===== src/rtl/alu_op_sequencer.sv =====
// Sequences one command at a time into a four-bit ALU: drive operands, let them settle,
// capture the result, and hold it on a valid/ready response. Optional accumulator: ALU_SEQ_ACCUM_EN.
module alu_op_sequencer #(
    parameter int unsigned SETTLE_CYCLES = 1
) (
    input  logic       clk,
    input  logic       rst_n,

    input  logic       cmd_valid,
    output logic       cmd_ready,
    input  logic [3:0] cmd_a,
    input  logic [3:0] cmd_b,
    input  logic [2:0] cmd_op,
    input  logic [1:0] cmd_rot,
    input  logic       cmd_acc,

    output logic [3:0] alu_a,
    output logic [3:0] alu_b,
    output logic [2:0] alu_s,
    output logic [1:0] alu_srot,
    input  logic [3:0] alu_y,
    input  logic       alu_y2,
    input  logic       alu_cout,
    input  logic       alu_bout,

    output logic       rsp_valid,
    input  logic       rsp_ready,
    output logic [3:0] rsp_y,
    output logic [2:0] rsp_flags,
    output logic [2:0] rsp_op,
    output logic [3:0] rsp_tag,

    output logic       busy
);

    // Zero behaves as one; anything past the 4-bit counter range saturates.
    localparam int unsigned SettleEff  = (SETTLE_CYCLES == 0) ? 1 :
                                         (SETTLE_CYCLES > 15) ? 15 : SETTLE_CYCLES;
    localparam logic [3:0]  SettleLoad = 4'(SettleEff);

    typedef enum logic [1:0] {StIdle, StIssue, StCapture, StResp} state_e;

    state_e     state_q;
    logic [3:0] cnt_q;
    logic [3:0] op_a;

`ifdef ALU_SEQ_ACCUM_EN
    logic [3:0] acc_q;

    assign op_a = cmd_acc ? acc_q : cmd_a;

    always_ff @(posedge clk) begin
        if (!rst_n) begin
            acc_q <= '0;
        end else if (state_q == StCapture) begin
            acc_q <= alu_y;
        end
    end
`else
    logic unused_cmd_acc;

    assign op_a           = cmd_a;
    assign unused_cmd_acc = cmd_acc;
`endif

    always_ff @(posedge clk) begin
        if (!rst_n) begin
            state_q   <= StIdle;
            cnt_q     <= '0;
            cmd_ready <= 1'b0;
            busy      <= 1'b0;
            alu_a     <= '0;
            alu_b     <= '0;
            alu_s     <= '0;
            alu_srot  <= '0;
            rsp_valid <= 1'b0;
            rsp_y     <= '0;
            rsp_flags <= '0;
            rsp_op    <= '0;
            rsp_tag   <= '0;
        end else begin
            unique case (state_q)
                StIdle: begin
                    if (cmd_valid && cmd_ready) begin
                        alu_a     <= op_a;
                        alu_b     <= cmd_b;
                        alu_s     <= cmd_op;
                        alu_srot  <= cmd_rot;
                        cnt_q     <= SettleLoad;
                        cmd_ready <= 1'b0;
                        busy      <= 1'b1;
                        state_q   <= StIssue;
                    end else begin
                        // Covers the first cycle after reset release.
                        cmd_ready <= 1'b1;
                    end
                end
                StIssue: begin
                    cnt_q <= cnt_q - 4'd1;
                    if (cnt_q <= 4'd1) begin
                        state_q <= StCapture;
                    end
                end
                StCapture: begin
                    rsp_y     <= alu_y;
                    rsp_flags <= {alu_y2, alu_cout, alu_bout};
                    rsp_op    <= alu_s;
                    rsp_valid <= 1'b1;
                    state_q   <= StResp;
                end
                StResp: begin
                    if (rsp_ready) begin
                        rsp_valid <= 1'b0;
                        rsp_tag   <= rsp_tag + 4'd1;
                        cmd_ready <= 1'b1;
                        busy      <= 1'b0;
                        state_q   <= StIdle;
                    end
                end
                default: begin
                    state_q <= StIdle;
                end
            endcase
        end
    end

endmodule


===== config.mk =====
export PLATFORM = sky130hd
export DESIGN_NAME = alu_op_sequencer
export DESIGN_NICKNAME = d
export VERILOG_FILES = /design/src/rtl/alu_op_sequencer.sv
export SDC_FILE = /design/constraint.sdc
export NUM_CORES = 1
export LEC_CHECK = 0
export CELL_PAD_IN_SITES_DETAIL_PLACEMENT = 1
export CELL_PAD_IN_SITES_GLOBAL_PLACEMENT = 2
export CORE_MARGIN = 3
export CORE_UTILIZATION = 24
export DETAILED_ROUTE_END_ITERATION = 10
export PLACE_DENSITY_LB_ADDON = 0.1
export SLEW_MARGIN = 40
export SYNTH_ARGS = -nofsm -noshare
export SYNTH_HDL_FRONTEND = slang
export SYNTH_SLANG_ARGS = --single-unit

===== constraint.sdc =====
create_clock -name clk -period 1.83 [get_ports clk]
set_input_delay 0.183 -clock clk [delete_from_list [all_inputs] [get_ports clk]]
set_output_delay 0.183 -clock clk [all_outputs]
set_load 0.02 [all_outputs]

## Word-level counts from Yosys, hierarchy flattened

Cells that the tools add are included.

| operators by class | value |
|---|---|
| eq/ne operators | 6 |
| magnitude comparators | 1 |
| $add $sub $neg | 2 |
| reduce and logical (&&, ||, !) cells | 12 |
| mux-type cells | 13 |

Operators with widths:

| operator | number |
|---|---|
| $reduce_and A2 Y1 | 5 |
| $pmux W2 S4 | 1 |
| $pmux W4 S2 | 1 |
| $mux W2 | 3 |
| $ne A2 B2 Y1 const B | 3 |
| $pmux W1 S2 | 3 |
| $reduce_and A3 Y1 | 2 |
| $reduce_bool A2 Y1 | 3 |
| $add A4 B1 Y4 const B | 1 |
| $eq A2 B2 Y1 const B | 2 |
| $le A4 B1 Y1 const B | 1 |
| $mux W1 | 4 |
| $mux W4 | 1 |
| $sub A4 B1 Y4 const B | 1 |
| $eq A2 B1 Y1 const B | 1 |
| $logic_not A2 Y1 | 1 |
| $logic_and A1 B1 Y1 | 1 |

| word-level totals | value |
|---|---|
| flip-flop bits (word level) | 36 |
| output and inout port bits | 30 |
| word-level logic and storage cells | 47 |
| input bits | 25 |

## Longest topological paths before layout

| logic depth | value |
|---|---|
| word-level depth | 3 |
| gate-level depth with buffers | 6 |

## Worst setup path before layout

OpenSTA, ideal clock, no wires.

| timing | value |
|---|---|
| kind | reg-to-reg |
| start | register state_q[0] |
| end | register cnt_q[2] |
| path slack | 0.455 ns |
| buffers on the path | 0 |
| arrival | 1.306 ns |
| period minus slack after synthesis | 1.375 ns |
| stages on the path, launching flop included | 7 |
| data required time | 1.761 ns |
| cells stage by stage | dfxtp_1 > inv_1 > ha_1 > a21bo_2 > nand2_1 > mux2_2 > o21ai_1 |

| between the ends | value |
|---|---|
| longest elaborated chain between the ends | 3 |

Ends and longest elaborated chain:

| element | line | source |
|---|---|---|
| start: declaration | 43 | `state_e state_q;` |
| start signal: assignment | 68 | `state_q <= StIdle;` |
| start signal: assignment | 92 | `state_q <= StIssue;` |
| start signal: assignment | 101 | `state_q <= StCapture;` |
| $eq A2 B1 Y1 or $logic_not A2 Y1 (tied branches) | 82 | `unique case (state_q)` |
| $reduce_bool A2 Y1 (no line) or $ne A2 B2 Y1 (tied branches) | - |  |
| $reduce_and A2 Y1 (no line) | - |  |
| end signal: assignment | 89 | `cnt_q <= SettleLoad;` |
| end signal: assignment | 99 | `cnt_q <= cnt_q - 4'd1;` |
| end: declaration | 44 | `logic [3:0] cnt_q;` |

Several ways; a longest one is shown, not always the timed one.
A chain may end at the register's enable or synchronous reset.

## Final worst setup path

Same ends and word-level chain as after synthesis.

==> impl_metrics.env <==
export IMPL_hold_buffers=0
export IMPL_totalPowerFinal_mw=2.57
export IMPL_status="complete, no violations"
export IMPL_pre_cts_slack_ps=266
export IMPL_netlist_top_cells_count="dfxtp_1 (36), nand2_1 (34), a21oi_1 (18), nor2_1 (18), mux2i_1 (12)"
export IMPL_netlist_area_um2=1470
export IMPL_drive_gt1_frac=0.0759
export IMPL_synth_top_area_share=0.490
export IMPL_synth_nets=198
export IMPL_critPathMaxFanout=7
export IMPL_grt_pass1_vias=1381
export IMPL_regArea_um2=721
export IMPL_numCtsBuffers=5
export IMPL_nets=256
export IMPL_chipWidth_um=84.3
export IMPL_io_pins=55
export IMPL_routed_wl_mm=3.95
export IMPL_synth_most_common_cell="dfxtp_1"
export IMPL_cp_arrival_ps=1760
export IMPL_cp_end_kind="flip-flop"
export IMPL_setup_tns_ps=0
export IMPL_n_antenna_cell=0
export IMPL_dp_cells=289
export IMPL_grt_antenna_before_repair=0
export IMPL_fin_crit_ps=1540
export IMPL_synth_cells=166
export IMPL_grt_pass1_wl_mm=6.82
export IMPL_synth_edf_count=0
export IMPL_fmax_ghz=0.647
export IMPL_cts_clk_slew_worst_paths_ps=70
export IMPL_cts_max_level=2
export IMPL_core_um2=5710
export IMPL_slew_viol_final=0
export IMPL_setup_ws_ps=285
export IMPL_cts_setup_buffers=0
export IMPL_clockBufferDepth=2
export IMPL_place_congestion=0.736
export IMPL_wl_per_cell_um=13.3
export IMPL_root_buffer="clkbuf_8"
export IMPL_yosysTopAreaCell="dfxtp_1"
export IMPL_synth_ff_type="dfxtp_1"
export IMPL_grt_start_max_net_pins=24
export IMPL_dr_first_iter_drc_count=17
export IMPL_gr_total_overflow=0
export IMPL_ys_warn_count=0
export IMPL_power_density_nw_per_um2=1180
export IMPL_rsz0062_at_grt="no"
export IMPL_area_growth_pct=47.6
export IMPL_via_count=1333
export IMPL_ys_seq_area_frac=0.490
export IMPL_setup_viol=0
export IMPL_viasPerCell=4.50
export IMPL_synthTopCellsByArea="dfxtp_1 (49%), nand2_1 (8.7%), mux2i_1 (8.2%)"
export IMPL_start_util=0.258
export IMPL_grt_usage=0.118
export IMPL_num_rows=27
export IMPL_synthArstFlopShare=0
export IMPL_die_area_um2=7100
export IMPL_fin_skew_ps=4.22
export IMPL_finalCritPeriodShare=0.844
export IMPL_hold_class="in -> reg"
export IMPL_nFillCells=679
export IMPL_port_buffers=53
export IMPL_finalNonFillerCells=296
export IMPL_die_h_um=84.3
export IMPL_cp_data_required_time_ps=2040
export IMPL_route_detailed_drc=0
export IMPL_drt_antenna_violating_nets=0
export IMPL_worst_hold_slack_ps=453
export IMPL_synth_cell_types=32
export IMPL_cp_start_kind="flip-flop"
export IMPL_multi_input_area_um2=702
export IMPL_power_leakage_nw=0.791
export IMPL_worst_slew_pin_slew_ps=714
export IMPL_place_hpwl_mm=3.05
export IMPL_cts_tree="built"
export IMPL_critical_path_class="reg -> reg"
export IMPL_cts_resized=0
export IMPL_peakVddDrop_v=0.000473
export IMPL_cts_sinks=36
export IMPL_syn_avg_cell_area_um2=8.86
export IMPL_cap_violations=0
export IMPL_drtPass1Iterations=4
export IMPL_synth_seq_cells=36
export IMPL_slew_headroom=0.524
export IMPL_clock_latency_ps=280
export IMPL_hold_violations=0
[worst max-delay path: stages (launching register included)]
cell and delay, ps:
dfxtp_1 390, inv_1 80, ha_1 280, a21bo_2 280
nand2_1 60, mux2_2 250, o21ai_1 130
[area by class of cell]
class                      instances  share of cell area
clock buffer                       6              0.0334
clock inverter                     1             0.00231
inverter                           5             0.00865
multi-input combinational        119               0.324
sequential                        36               0.332
tap                               72              0.0415
timing repair buffer              57               0.258
[metrics by stage]
| step | area [um^2] | util |
|---|---|---|
| 2_1_floorplan | 1470 | - |
| 3_3_place_gp | 2090 | 0.366 |
| 3_5_place_dp | 2090 | 0.366 |
| 4_1_cts | 2170 | 0.380 |
| 5_1_grt | 2170 | 0.380 |
| 6_report | 2170 | 0.380 |
[registers in the layout (all words and copies together) (netlist names)]
name and count:
alu_a 4, alu_b 4, cnt_q 4, rsp_tag 4, rsp_y 4, alu_s 3, rsp_flags 3, rsp_op 3
alu_srot 2, state_q 2, busy 1, cmd_ready 1, rsp_valid 1
[kinds of logic (layout without fill, tap and decap cells)]
family / after synthesis / in the layout / synth area share
AOI/OAI and AO/OA: 30 / 30 / 0.121
buffers and inverters: 11 / 69 / 0.0323
and+or+nand+nor: 67 / 67 / 0.196
xor gates and xnor gates: 2 / 2 / 0.0119
adders and majority gates: 7 / 7 / 0.0596
muxes: 13 / 13 / 0.0894
DFF: 36 / 36 / 0.490
[report_power, final]
part           switching, mW  internal [mW]  leakage [nW]
combinational          0.540          0.492         0.457
sequential             0.102          0.921         0.293
clock                  0.257          0.258        0.0410
total                  0.899           1.67         0.791
[path summary, 6_finish.rpt]
check / depth (start not counted) / start / slack, ps / to
setup / recovery: 6 / state_q[0]$_SDFFE_PN0P_ / 290 / cnt_q[2]$_SDFFE_PN0P_
hold / removal: 3 / cmd_b[0] / 450 / alu_b[0]$_SDFFE_PN0P_
setup reg to reg: 6 / state_q[0]$_SDFFE_PN0P_ / 290 / cnt_q[2]$_SDFFE_PN0P_
hold reg to reg: 2 / alu_a[2]$_SDFFE_PN0P_ / 460 / alu_a[2]$_SDFFE_PN0P_
[cell usage in the layout, fill, tap and decap left out]
master           instances
xor2_1                   2
nor2_1                  18
nand2_2                  1
o21ai_0                  3
buf_4                    4
nand4b_1                 1
ha_1                     7
nand3b_1                 1
or2b_1                   1
inv_1                    5
and2b_2                  1
a22oi_1                  1
nand3_1                  6
a21oi_1                 18
and3_1                   1
dfxtp_1                 36
clkbuf_8                 5
o21ai_1                  1
mux2i_1                 12
a21bo_2                  1
mux2_2                   1
o21ai_2                  1
clkbuf_1                 1
a31oi_1                  2
or3_1                    1
a211oi_2                 1
clkinv_2                 1
o31ai_1                  1
a2bb2oi_1                1
or2_2                    1
clkdlybuf4s50_1         53
nor3_1                   1
nand2_1                 34
[metal layers]
metal | vias up | routed length [um] | GRT usage
li1 | 671 | - | -
met1 | 624 | 1780 | 0.150
met2 | 34 | 1900 | 0.192
met3 | 4 | 228 | 0.0363
met4 | 0 | 36 | 0.0351
met5 | - | 0 | 0
(Power assumes the default switching activity.)
